## config.mk

```make
export PLATFORM = sky130hd
export DESIGN_NAME = hv_timing_gen
export DESIGN_NICKNAME = d
export VERILOG_FILES = /design/src/rtl/hv_timing_gen.sv
export SDC_FILE = /design/constraint.sdc
export NUM_CORES = 1
export LEC_CHECK = 0
export ABC_AREA = 1
export ABC_CLOCK_PERIOD_IN_PS = 5450
export CAP_MARGIN = 20
export CORE_MARGIN = 2
export CORE_UTILIZATION = 57
export CTS_CLUSTER_DIAMETER = 80
export DETAILED_ROUTE_END_ITERATION = 16
export PLACE_DENSITY = 0.82
export SETUP_SLACK_MARGIN = 0.15
export SLEW_MARGIN = 40
export SYNTH_ARGS = -nofsm -noshare
export SYNTH_HDL_FRONTEND = slang
export SYNTH_SLANG_ARGS = --single-unit
```

## constraint.sdc

```tcl
create_clock -name CLK -period 5.45 [get_ports CLK]
set_clock_uncertainty 0.05 [all_clocks]
set_input_delay 0.545 -clock CLK [delete_from_list [all_inputs] [get_ports CLK]]
set_output_delay 0.545 -clock CLK [all_outputs]
set_load 0.01 [all_outputs]
```

## src/rtl/hv_timing_gen.sv

```systemverilog
// Horizontal/vertical video timing generator: position counters, blanking, sync
// with per-frame offsets, line/frame strobes and blanked pixel output.
module hv_timing_gen #(
    parameter int DW         = 12,
    parameter int CW         = 9,
    parameter int H_ACT      = 288,
    parameter int H_SS       = 288,
    parameter int H_SE       = 312,
    parameter int H_TOTAL    = 384,
    parameter int V_ACT      = 224,
    parameter int V_SS       = 227,
    parameter int V_SE       = 234,
    parameter int V_TOTAL    = 263,
    parameter int HS_POL     = 0,
    parameter int VS_POL     = 0,
    parameter int BLANK_LEFT = 2
) (
    input  logic          CLK,
    input  logic          RESET_N,
    input  logic          CE,
    input  logic [3:0]    HOFS,
    input  logic [3:0]    VOFS,
    input  logic [DW-1:0] iRGB,
    output logic [CW-1:0] HPOS,
    output logic [CW-1:0] VPOS,
    output logic          HBLK,
    output logic          VBLK,
    output logic          HSYN,
    output logic          VSYN,
    output logic          LSTART,
    output logic          FSTART,
    output logic [DW-1:0] oRGB
);

    if (!(H_ACT <= H_SS && H_SS < H_SE && H_SE <= H_TOTAL)) begin : g_bad_h
        $error("hv_timing_gen: horizontal timing parameters out of order");
    end
    if (!(V_ACT <= V_SS && V_SS < V_SE && V_SE <= V_TOTAL)) begin : g_bad_v
        $error("hv_timing_gen: vertical timing parameters out of order");
    end
    if (H_TOTAL >= (1 << CW) || V_TOTAL >= (1 << CW)) begin : g_bad_cw
        $error("hv_timing_gen: totals do not fit in CW bits");
    end

    localparam logic [CW-1:0]        H_LAST   = CW'(H_TOTAL - 1);
    localparam logic [CW-1:0]        V_LAST   = CW'(V_TOTAL - 1);
    localparam logic [CW-1:0]        H_ACT_U  = CW'(H_ACT);
    localparam logic [CW-1:0]        V_ACT_U  = CW'(V_ACT);
    localparam logic [CW-1:0]        BL_BOUND = CW'(BLANK_LEFT);
    localparam logic signed [CW:0]   H_LAST_S = (CW+1)'(H_TOTAL - 1);
    localparam logic signed [CW:0]   V_LAST_S = (CW+1)'(V_TOTAL - 1);
    localparam logic signed [CW:0]   H_SS_S   = (CW+1)'(H_SS);
    localparam logic signed [CW:0]   H_SE_S   = (CW+1)'(H_SE);
    localparam logic signed [CW:0]   V_SS_S   = (CW+1)'(V_SS);
    localparam logic signed [CW:0]   V_SE_S   = (CW+1)'(V_SE);
    localparam logic                 HS_ON    = (HS_POL != 0);
    localparam logic                 VS_ON    = (VS_POL != 0);

    // Window bounds are clamped into the line/frame rather than wrapping around.
    function automatic logic [CW-1:0] clamp_bound(input logic signed [CW:0] v,
                                                  input logic signed [CW:0] last);
        logic [CW-1:0] r;
        if (v[CW])
            r = '0;
        else if (v > last)
            r = last[CW-1:0];
        else
            r = v[CW-1:0];
        return r;
    endfunction

    logic [CW-1:0]        hpos_reg, hpos_next, vpos_reg, vpos_next;
    logic signed [CW:0]   ho_reg, ho_next, vo_reg, vo_next;
    logic [CW-1:0]        hs_lo, hs_hi, vs_lo, vs_hi;
    logic                 hblk_reg, hblk_next, vblk_reg, vblk_next;
    logic                 hsyn_reg, hsyn_next, vsyn_reg, vsyn_next;
    logic                 lstart_reg, fstart_reg;
    logic                 line_wrap, frame_wrap, pix_blank;
    logic [DW-1:0]        rgb_reg, rgb_next;

    always_comb begin
        line_wrap  = (hpos_reg == H_LAST);
        frame_wrap = line_wrap && (vpos_reg == V_LAST);
        hpos_next  = line_wrap ? '0 : hpos_reg + CW'(1);
        vpos_next  = vpos_reg;
        if (line_wrap)
            vpos_next = frame_wrap ? '0 : vpos_reg + CW'(1);
        // New offsets apply from the first position of the new frame onwards.
        ho_next = frame_wrap ? {{(CW-3){HOFS[3]}}, HOFS} : ho_reg;
        vo_next = frame_wrap ? {{(CW-3){VOFS[3]}}, VOFS} : vo_reg;
        hs_lo = clamp_bound(H_SS_S + ho_next, H_LAST_S);
        hs_hi = clamp_bound(H_SE_S + ho_next, H_LAST_S);
        vs_lo = clamp_bound(V_SS_S + vo_next, V_LAST_S);
        vs_hi = clamp_bound(V_SE_S + vo_next, V_LAST_S);
        hblk_next = (hpos_next >= H_ACT_U);
        vblk_next = (vpos_next >= V_ACT_U);
        hsyn_next = (hpos_next >= hs_lo && hpos_next < hs_hi) ? HS_ON : ~HS_ON;
        vsyn_next = (vpos_next >= vs_lo && vpos_next < vs_hi) ? VS_ON : ~VS_ON;
        pix_blank = hblk_reg || vblk_reg || (hpos_reg < BL_BOUND);
    end

    for (genvar gi = 0; gi < DW; gi++) begin : g_rgb
        assign rgb_next[gi] = iRGB[gi] & ~pix_blank;
    end

    always_ff @(posedge CLK or negedge RESET_N) begin
        if (!RESET_N) begin
            hpos_reg   <= '0;
            vpos_reg   <= '0;
            ho_reg     <= '0;
            vo_reg     <= '0;
            hblk_reg   <= 1'b1;
            vblk_reg   <= 1'b1;
            hsyn_reg   <= ~HS_ON;
            vsyn_reg   <= ~VS_ON;
            lstart_reg <= 1'b0;
            fstart_reg <= 1'b0;
            rgb_reg    <= '0;
        end else begin
            lstart_reg <= 1'b0;
            fstart_reg <= 1'b0;
            if (CE) begin
                hpos_reg   <= hpos_next;
                vpos_reg   <= vpos_next;
                ho_reg     <= ho_next;
                vo_reg     <= vo_next;
                hblk_reg   <= hblk_next;
                vblk_reg   <= vblk_next;
                hsyn_reg   <= hsyn_next;
                vsyn_reg   <= vsyn_next;
                lstart_reg <= line_wrap;
                fstart_reg <= frame_wrap;
                rgb_reg    <= rgb_next;
            end
        end
    end

    assign HPOS   = hpos_reg;
    assign VPOS   = vpos_reg;
    assign HBLK   = hblk_reg;
    assign VBLK   = vblk_reg;
    assign HSYN   = hsyn_reg;
    assign VSYN   = vsyn_reg;
    assign LSTART = lstart_reg;
    assign FSTART = fstart_reg;
    assign oRGB   = rgb_reg;

endmodule

```

# == Word-level counts from Yosys, hierarchy flattened ==
# Cells that the tools add are included.
# classes
bitwise,13
n_mux,17
n_lt_le_gt_ge,11
n_addsub,6
eq_ne,2
n_reduce_logical,5
# ops
operator,count
$mux 9,11
$gt 10x10->1 const B,4
$add 10x10->10 const A,2
$add 9x10->10 const A,2
$mux 10,2
$add 9x1->9 const B,2
$eq 9x9->1 const B,2
$ge 9x9->1,2
$lt 9x9->1,2
$and 1x1->1,12
$ge 9x8->1 const B,1
$ge 9x9->1 const B,1
$lt 9x2->1 const B,1
$mux 1,4
$logic_and 1x1->1,3
$logic_or 1x1->1,2
$not 1->1,1
# word_totals
input_bits,23
reg_bits,56

# == Depth between registers and ports, before layout ==
# Gate-level depths: netlist of run 1.
# depth
depth_word,10
ltp_mapped,34
mapped_depth_nobuf,33

# == Worst setup path after synthesis of run 1 ==
# No wires, ideal clock.
# synth_timing
kind,register to register
start,register vpos_reg[0] (netlist: VPOS[0])
end,register vsyn_reg (netlist: VSYN)
setup_slack_ns,1.391
arrival_ns,3.941
period_less_slack_ns,4.059
path_stages_with_launch,34
path_buffers,1
cell_sequence,dfrtp_1 -> inv_1 -> ha_1 -> nand4_1 -> nor2_4 -> nand2_4 -> buf_6 -> nand2_2 -> nand2_2 -> inv_1 -> ha_1 -> a21o_1 -> nand3_2 -> nand2_1 -> nand2_1 -> xor2_2 -> nor2_2 -> o21ai_2 -> inv_2 -> nor2_1 -> ha_1 -> a21oi_1 -> o211ai_1 -> nand3_1 -> nand2_1 -> nand3_1 -> nand2_1 -> a21oi_1 -> nor2_1 -> o21ai_0 -> inv_1 -> o2111ai_1 -> inv_1 -> a21oi_2
# synth_via
elab_chain_len,10
word_cells_on_any_way,18
cone_classes,add/sub: 3; order compare: 4; eq/ne: 1; mux: 8; reduce/logical: 2
# synth_lines
item,line,rtl
"start, declared",72,"logic [CW-1:0] hpos_reg, hpos_next, vpos_reg, vpos_next;"
"start signal, assigned",124,vpos_reg <= vpos_next;
$eq 9x9->1 (*),83,frame_wrap = line_wrap && (vpos_reg == V_LAST);
$logic_and 1x1->1 (*),83,
$mux 10 (*),90,"vo_next = frame_wrap ? {{(CW-3){VOFS[3]}}, VOFS} : vo_reg;"
named net vo_next[1],73,"logic signed [CW:0] ho_reg, ho_next, vo_reg, vo_next;"
"$add 9x10->10, on equally long branches","93, 94",
$gt 10x10->1,65,else if (v > last)
$mux 9,65,
$mux 9,63,if (v[CW])
$ge 9x9->1 / $lt 9x9->1 (equally long branches),98,vsyn_next = (vpos_next >= vs_lo && vpos_next < vs_hi) ? VS_ON : ~VS_ON;
$logic_and 1x1->1 (*),98,
$mux 1 (*),98,
"end signal, assigned",115,vsyn_reg <= ~VS_ON;
"end signal, assigned",130,vsyn_reg <= vsyn_next;
"end, declared",76,"logic hsyn_reg, hsyn_next, vsyn_reg, vsyn_next;"
# The timed path passes the listed nets; every way through them passes the cells marked *.
# A chain may end at the register's enable or synchronous reset.

# == Worst setup path after layout of run 1 ==
# layout_timing
start,register hpos_reg[1] (netlist: HPOS[1])
end,register vsyn_reg (netlist: VSYN)
# layout_via
elab_chain_len,10
word_cells_on_any_way,17
cone_classes,add/sub: 2; order compare: 4; eq/ne: 1; mux: 8; reduce/logical: 2
# layout_lines
item,line,rtl
"start, declared",72,
"start signal, assigned",123,hpos_reg <= hpos_next;
$eq 9x9->1 (*),82,line_wrap = (hpos_reg == H_LAST);
$logic_and 1x1->1 (*),83,
$mux 10 (*),90,
named net vo_next[1],73,
"$add 9x10->10, on equally long branches","93, 94",
$gt 10x10->1,65,
$mux 9,65,
$mux 9,63,
$ge 9x9->1 / $lt 9x9->1 (equally long branches),98,
$logic_and 1x1->1 (*),98,
$mux 1 (*),98,
# Marked as above.

==> run_results.csv, run 1 <==
group,metric,value,unit
synthesis,ys_seq_area_share,31.1,%
synthesis,synth-warning-count,0,
synthesis,synth_area_per_cell,7.49,sq um
cts,root_buffer,"clkbuf_8",
floorplanning,die_y,93.1,um
sta,tns,0,ns
sta,max_slew_margin,54.4,%
sta,worst_pin_slew,0.685,ns
worst_setup_path,r2r_end,"VSYN",
global_routing,grt_pass1_vias,4085,
sta,fin_crit,4.67,ns
placement,dp_hpwl,8130,um
worst_setup_path,startpoint,"HPOS[1]",
synthesis,ys_top_cells_by_area,"dfrtp_1 29%, ha_1 12%, nand2_1 12%",
worst_setup_path,crit_required,5.67,ns
flow_run,maxCapViolCount,0,
cts,htreeDepth,2,
sta,finalSetupViolCount,0,
sta,min_period_over_period,85.6,%
worst_setup_path,cp.arrival,4.88,ns
worst_setup_path,reg2reg_depth,33,
global_routing,track_usage,26.2,%
floorplanning,num_rows,32,
floorplanning,die_area,8660,sq um
sta,hold_viol_final,0,
global_routing,grt_max_degree,57,
detailed_routing,dr.pass1.iters,5,
synthesis,ys_types,44,
synthesis,netlist.area_leader.share,28.8,%
cts,cts_tree,"built",
placement,placement.io_buffers,58,
synthesis,synth_area,4520,sq um
detailed_routing,avgRoutedWirePerCell,13.6,um
cts,cts_buffer_depth,2,
cells_and_area,final_core_util,68.2,%
power_and_ir_drop,power.density,272,nW/um^2
sta,rsz0062_at_grt,"no",
synthesis,synthCells,604,
global_routing,grt_overflow,0,
cells_and_area,final_cell_mix,"144 x nand2_1, 63 x inv_1, 61 x o21ai_0",
power_and_ir_drop,p_leak,2.59,nW
cells_and_area,nFillCells,646,
hold_path,hold_class,"input port to asynchronous set/reset pin",
detailed_routing,postRouteAntennaNets,0,
detailed_routing,wl,10400,um
cells_and_area,layout_commonest_cell,"nand2_1",
synthesis,syn-num-nets,672,
detailed_routing,drc,0,
cts,cts_resized,0,
floorplanning,ioPinCount,59,
cells_and_area,area.growth.synth_to_final,16.5,%
cells_and_area,largest_reg_flops,12,
worst_setup_path,criticalPathCategory,"flop to flop",
worst_setup_path,critical_path.slowest_cell,"dfrtp_1",
floorplanning,die_x,93.1,um
worst_setup_path,endpoint_kind,"flop",
cells_and_area,final_nets,726,
cts,clk_latency,0.32,ns
cells_and_area,drive_gt1_share,12.6,%
worst_setup_path,regToRegSetupSlack,0.78,ns
cts,cts_buffers,5,
sta,drv_slew,0,
synthesis,synth-seq-cells,56,
floorplanning,core_area,7730,sq um
cts,cts_num_sinks,56,
global_routing,antenna_found_initial,0,
sta,clock.fmax,0.214,GHz
synthesis,synth_largest_area_cell,"dfrtp_1",
detailed_routing,via_count,4119,
global_routing,grt_pass1_wl,18300,um
detailed_routing,drt_iter0_markers,255,
power_and_ir_drop,vdd_drop_max,0.000158,V
detailed_routing,vias_per_cell,5.41,
placement,gp_congestion,0.932,
worst_setup_path,crit_top_cell,"nand2_1",
floorplanning,start_util,58.5,%
cts,cts_hold_buf,0,
cts,clk_pin_slew,0.11,ns
worst_setup_path,cp_max_fo,23,
cells_and_area,num_antenna_cells,0,
status,status,"complete, no violations",
worst_setup_path,reg2reg_from,"HPOS[1]",
worst_setup_path,slowest_delay,0.44,ns
worst_setup_path,cp-endpoint,"VSYN",
worst_setup_path,critPathLaunchType,"flop",
cts,post_cts_buffers,0,
area by class of cell:
class / count / area, sq um / area share (%)
multi-input combinational: 460 / 2770 / 52.5
sequential: 56 / 1410 / 26.7
timing repair buffer: 60 / 591 / 11.2
inverter: 75 / 287 / 5.44
tap: 102 / 128 / 2.42
clock buffer: 5 / 68.8 / 1.31
clock inverter: 3 / 23.8 / 0.451
layer usage:
| metal | wire length [um] | up-vias | track usage [%] | share of wire [%] |
|---|---|---|---|---|
| met5 | 0 | - | 0 | 0 |
| met4 | 183 | 0 | 8.46 | 1.8 |
| met3 | 604 | 18 | 4.75 | 5.8 |
| met2 | 4780 | 122 | 43.1 | 46 |
| met1 | 4790 | 1901 | 35.1 | 46 |
| li1 | - | 2078 | - | - |
per-stage QoR:
| stage | hold WS, ns | cells | cell area (sq um) | worst slack [ns] | power, mW |
|---|---|---|---|---|---|
| 3_3_place_gp | 0.417 | 753 | 5170 | 1.13 | 1.17 |
| 6_report | 0.287 | 761 | 5270 | 0.783 | 1.43 |
| 5_1_grt | 0.355 | 761 | 5270 | 0.308 | 1.57 |
| 2_1_floorplan | 0.199 | 604 | 4520 | 1.39 | 0.970 |
| 4_1_cts | 0.319 | 761 | 5270 | 0.825 | 1.44 |
| 3_5_place_dp | 0.427 | 753 | 5170 | 0.851 | 1.20 |
worst max-delay path: cells and delay by family, from the launching register on:
kind | cells | cell delay, ns
simple gates | 17 | 1.77
compound gates | 8 | 0.92
buf+inv | 4 | 0.38
xor+xnor | 1 | 0.34
flops | 1 | 0.44
fa+ha+maj | 3 | 0.69
worst min-delay path by stage:
stage / start / endpoint / slack [ns] / cells past startpoint
after floorplan: RESET_N / FSTART / 0.20 / 0
final: RESET_N / HPOS[4] / 0.29 / 2
after detailed placement: oRGB[0] / oRGB[0] / 0.43 / 2
after CTS: RESET_N / HPOS[4] / 0.32 / 2
after global placement: oRGB[7] / oRGB[7] / 0.42 / 2
after global routing: RESET_N / HPOS[4] / 0.36 / 2
cells by family (layout without fill, tap and decap cells):
| logic type | count (synthesis) | in the layout | share of synthesized area [%] |
|---|---|---|---|
| DFF | 56 | 56 | 31.1 |
| buffers and inverters | 88 | 143 | 7.83 |
| adders and majority gates | 45 | 45 | 12.4 |
| AOI/OAI and AO/OA | 113 | 113 | 14.2 |
| and+or+nand+nor | 282 | 282 | 30.2 |
| xor gates and xnor gates | 20 | 20 | 4.20 |
report_power, final:
part | internal, mW | switching (mW) | total, mW
Clock | 0.0914 | 0.145 | 0.237
Sequential | 0.477 | 0.0586 | 0.535
Combinational | 0.287 | 0.375 | 0.662
Total | 0.855 | 0.579 | 1.43
cells in the mapped netlist (all sizes together):
| master | number |
|---|---|
| nand2 | 169 |
| inv | 74 |
| o21ai | 64 |
| nor2 | 56 |
| dfrtp | 52 |
| ha | 45 |
| a21oi | 36 |
| nand3 | 36 |
| xor2 | 20 |
| nor3 | 13 |
| clkbuf | 8 |
| buf | 5 |
| dfstp | 4 |
| nor4 | 4 |
| nand4 | 3 |
| a21o | 2 |
| o211ai | 2 |
| a211oi | 1 |
| a221oi | 1 |
| a22oi | 1 |
| a31oi | 1 |
| clkinv | 1 |
| o2111ai | 1 |
| o211a | 1 |
| o21a | 1 |
| o21bai | 1 |
| o311ai | 1 |
| or2 | 1 |
Note: power is estimated with default switching activity, not from simulation.
==> run 2: changes to the inputs <==
- SLEW_MARGIN: 40 -> 10
==> run_results.csv, run 2 (synthesis gave the netlist of run 1 again) <==
group,metric,value,unit
status,status,"complete, no violations",
worst_setup_path,endpoint_kind,"flop",
detailed_routing,drc,0,
hold_path,hold_class,"input port to asynchronous set/reset pin",
cells_and_area,largest_reg_flops,12,
sta,rsz0062_at_grt,"no",
power_and_ir_drop,vdd_drop_max,0.000158,V
detailed_routing,vias_per_cell,5.42,
worst_setup_path,regToRegSetupSlack,0.78,ns
cts,clk_latency,0.32,ns
global_routing,track_usage,26.2,%
floorplanning,die_area,8660,sq um
worst_setup_path,criticalPathCategory,"flop to flop",
worst_setup_path,reg2reg_from,"HPOS[1]",
floorplanning,die_x,93.1,um
cts,post_cts_buffers,0,
placement,placement.io_buffers,58,
floorplanning,num_rows,32,
floorplanning,core_area,7730,sq um
worst_setup_path,reg2reg_depth,33,
cts,cts_num_sinks,56,
worst_setup_path,crit_required,5.66,ns
sta,fin_crit,4.67,ns
power_and_ir_drop,p_leak,2.59,nW
sta,tns,0,ns
worst_setup_path,crit_top_cell,"nand2_1",
worst_setup_path,cp.arrival,4.88,ns
cts,clk_pin_slew,0.11,ns
floorplanning,start_util,58.5,%
detailed_routing,postRouteAntennaNets,0,
worst_setup_path,cp-endpoint,"VSYN",
placement,placed_area,5170,sq um
worst_setup_path,crit_family,"simple AND/OR/NAND/NOR gates",
cells_and_area,design_area,5270,sq um
sta,finalSetupViolCount,0,
cells_and_area,drive_gt1_share,12.3,%
global_routing,grt_pass1_wl,18300,um
worst_setup_path,cp_max_fo,23,
global_routing,grt_max_degree,57,
floorplanning,die_y,93.1,um
power_and_ir_drop,power.density,272,nW/um^2
cells_and_area,layout_commonest_cell,"nand2_1",
sta,drv_slew,0,
cts,cts_buffers,5,
cells_and_area,nFillCells,645,
worst_setup_path,path_depth,33,
detailed_routing,drt_iter0_markers,271,
cells_and_area,num_antenna_cells,0,
worst_setup_path,startpoint,"HPOS[1]",
placement,gp_congestion,0.932,
cts,cts_tree,"built",
sta,hold_viol_final,0,
flow_run,maxCapViolCount,0,
global_routing,antenna_found_initial,0,
cells_and_area,final_cell_mix,"144 x nand2_1, 64 x inv_1, 61 x o21ai_0",
global_routing,grt_pass1_vias,4085,
sta,clock.fmax,0.214,GHz
detailed_routing,avgRoutedWirePerCell,13.6,um
cts,htreeDepth,2,
sta,min_period_over_period,85.6,%
cts,cts_resized,0,
detailed_routing,via_count,4121,
worst_setup_path,critPathLaunchType,"flop",
worst_setup_path,path_buf_inv,4,
cts,cts_hold_buf,0,
worst_setup_path,r2r_end,"VSYN",
floorplanning,ioPinCount,59,
worst_setup_path,slowest_delay,0.44,ns
detailed_routing,dr.pass1.iters,5,
placement,dp_hpwl,8130,um
cells_and_area,final_nets,726,
global_routing,grt_overflow,0,
cts,root_buffer,"clkbuf_8",
cells_and_area,area.growth.synth_to_final,16.4,%
sta,max_slew_margin,38.6,%
cts,cts_buffer_depth,2,
sta,worst_pin_slew,0.920,ns
detailed_routing,wl,10400,um
worst_setup_path,critical_path.slowest_cell,"dfrtp_1",
-- run 2: cell counts in the layout (fill, tap and decap cells not counted) --
Identical to the previous run, type by type.
-- run 2: how the worst min path moves through the flow --
stage / from / end / slack [ns] / depth (start not counted)
after global placement: oRGB[7] / oRGB[7] / 0.42 / 2
after global routing: RESET_N / HPOS[4] / 0.36 / 2
after detailed placement: oRGB[0] / oRGB[0] / 0.43 / 2
after floorplan: RESET_N / FSTART / 0.20 / 0
final: RESET_N / HPOS[4] / 0.29 / 2
after CTS: RESET_N / HPOS[4] / 0.32 / 2
-- run 2: area by class of cell --
cell class	count	area (sq um)	area share [%]
inverters	75	287	5.44
repair buffers	60	591	11.2
clock inverters	3	23.8	0.451
well taps	102	128	2.42
multi-input cells	460	2760	52.5
clock buffers	5	68.8	1.31
flip-flops and latches	56	1410	26.7
-- run 2: report_power, final --
group	switching (mW)	total, mW	internal (mW)
clock	0.145	0.236	0.0914
combinational	0.375	0.662	0.287
sequential	0.0588	0.536	0.477
total	0.579	1.43	0.855
-- run 2: stage by stage --
stage | setup slack, ns | power [mW] | std cells | hold slack, ns | utilization, %
floorplan | 1.39 | 0.970 | 604 | 0.199 | -
global route | 0.308 | 1.57 | 761 | 0.355 | 68.2
global placement | 1.13 | 1.17 | 753 | 0.417 | 67.0
detailed placement | 0.851 | 1.20 | 753 | 0.427 | 67.0
finish | 0.784 | 1.43 | 761 | 0.286 | 68.2
CTS | 0.825 | 1.44 | 761 | 0.319 | 68.2
-- run 2: layer usage --
metal | global-route usage, % | share of wire (%) | up-vias
met2 | 43.1 | 46 | 129
met5 | 0 | 0 | -
met3 | 4.75 | 6.1 | 18
li1 | - | - | 2075
met4 | 8.46 | 1.8 | 0
met1 | 35.1 | 46 | 1899
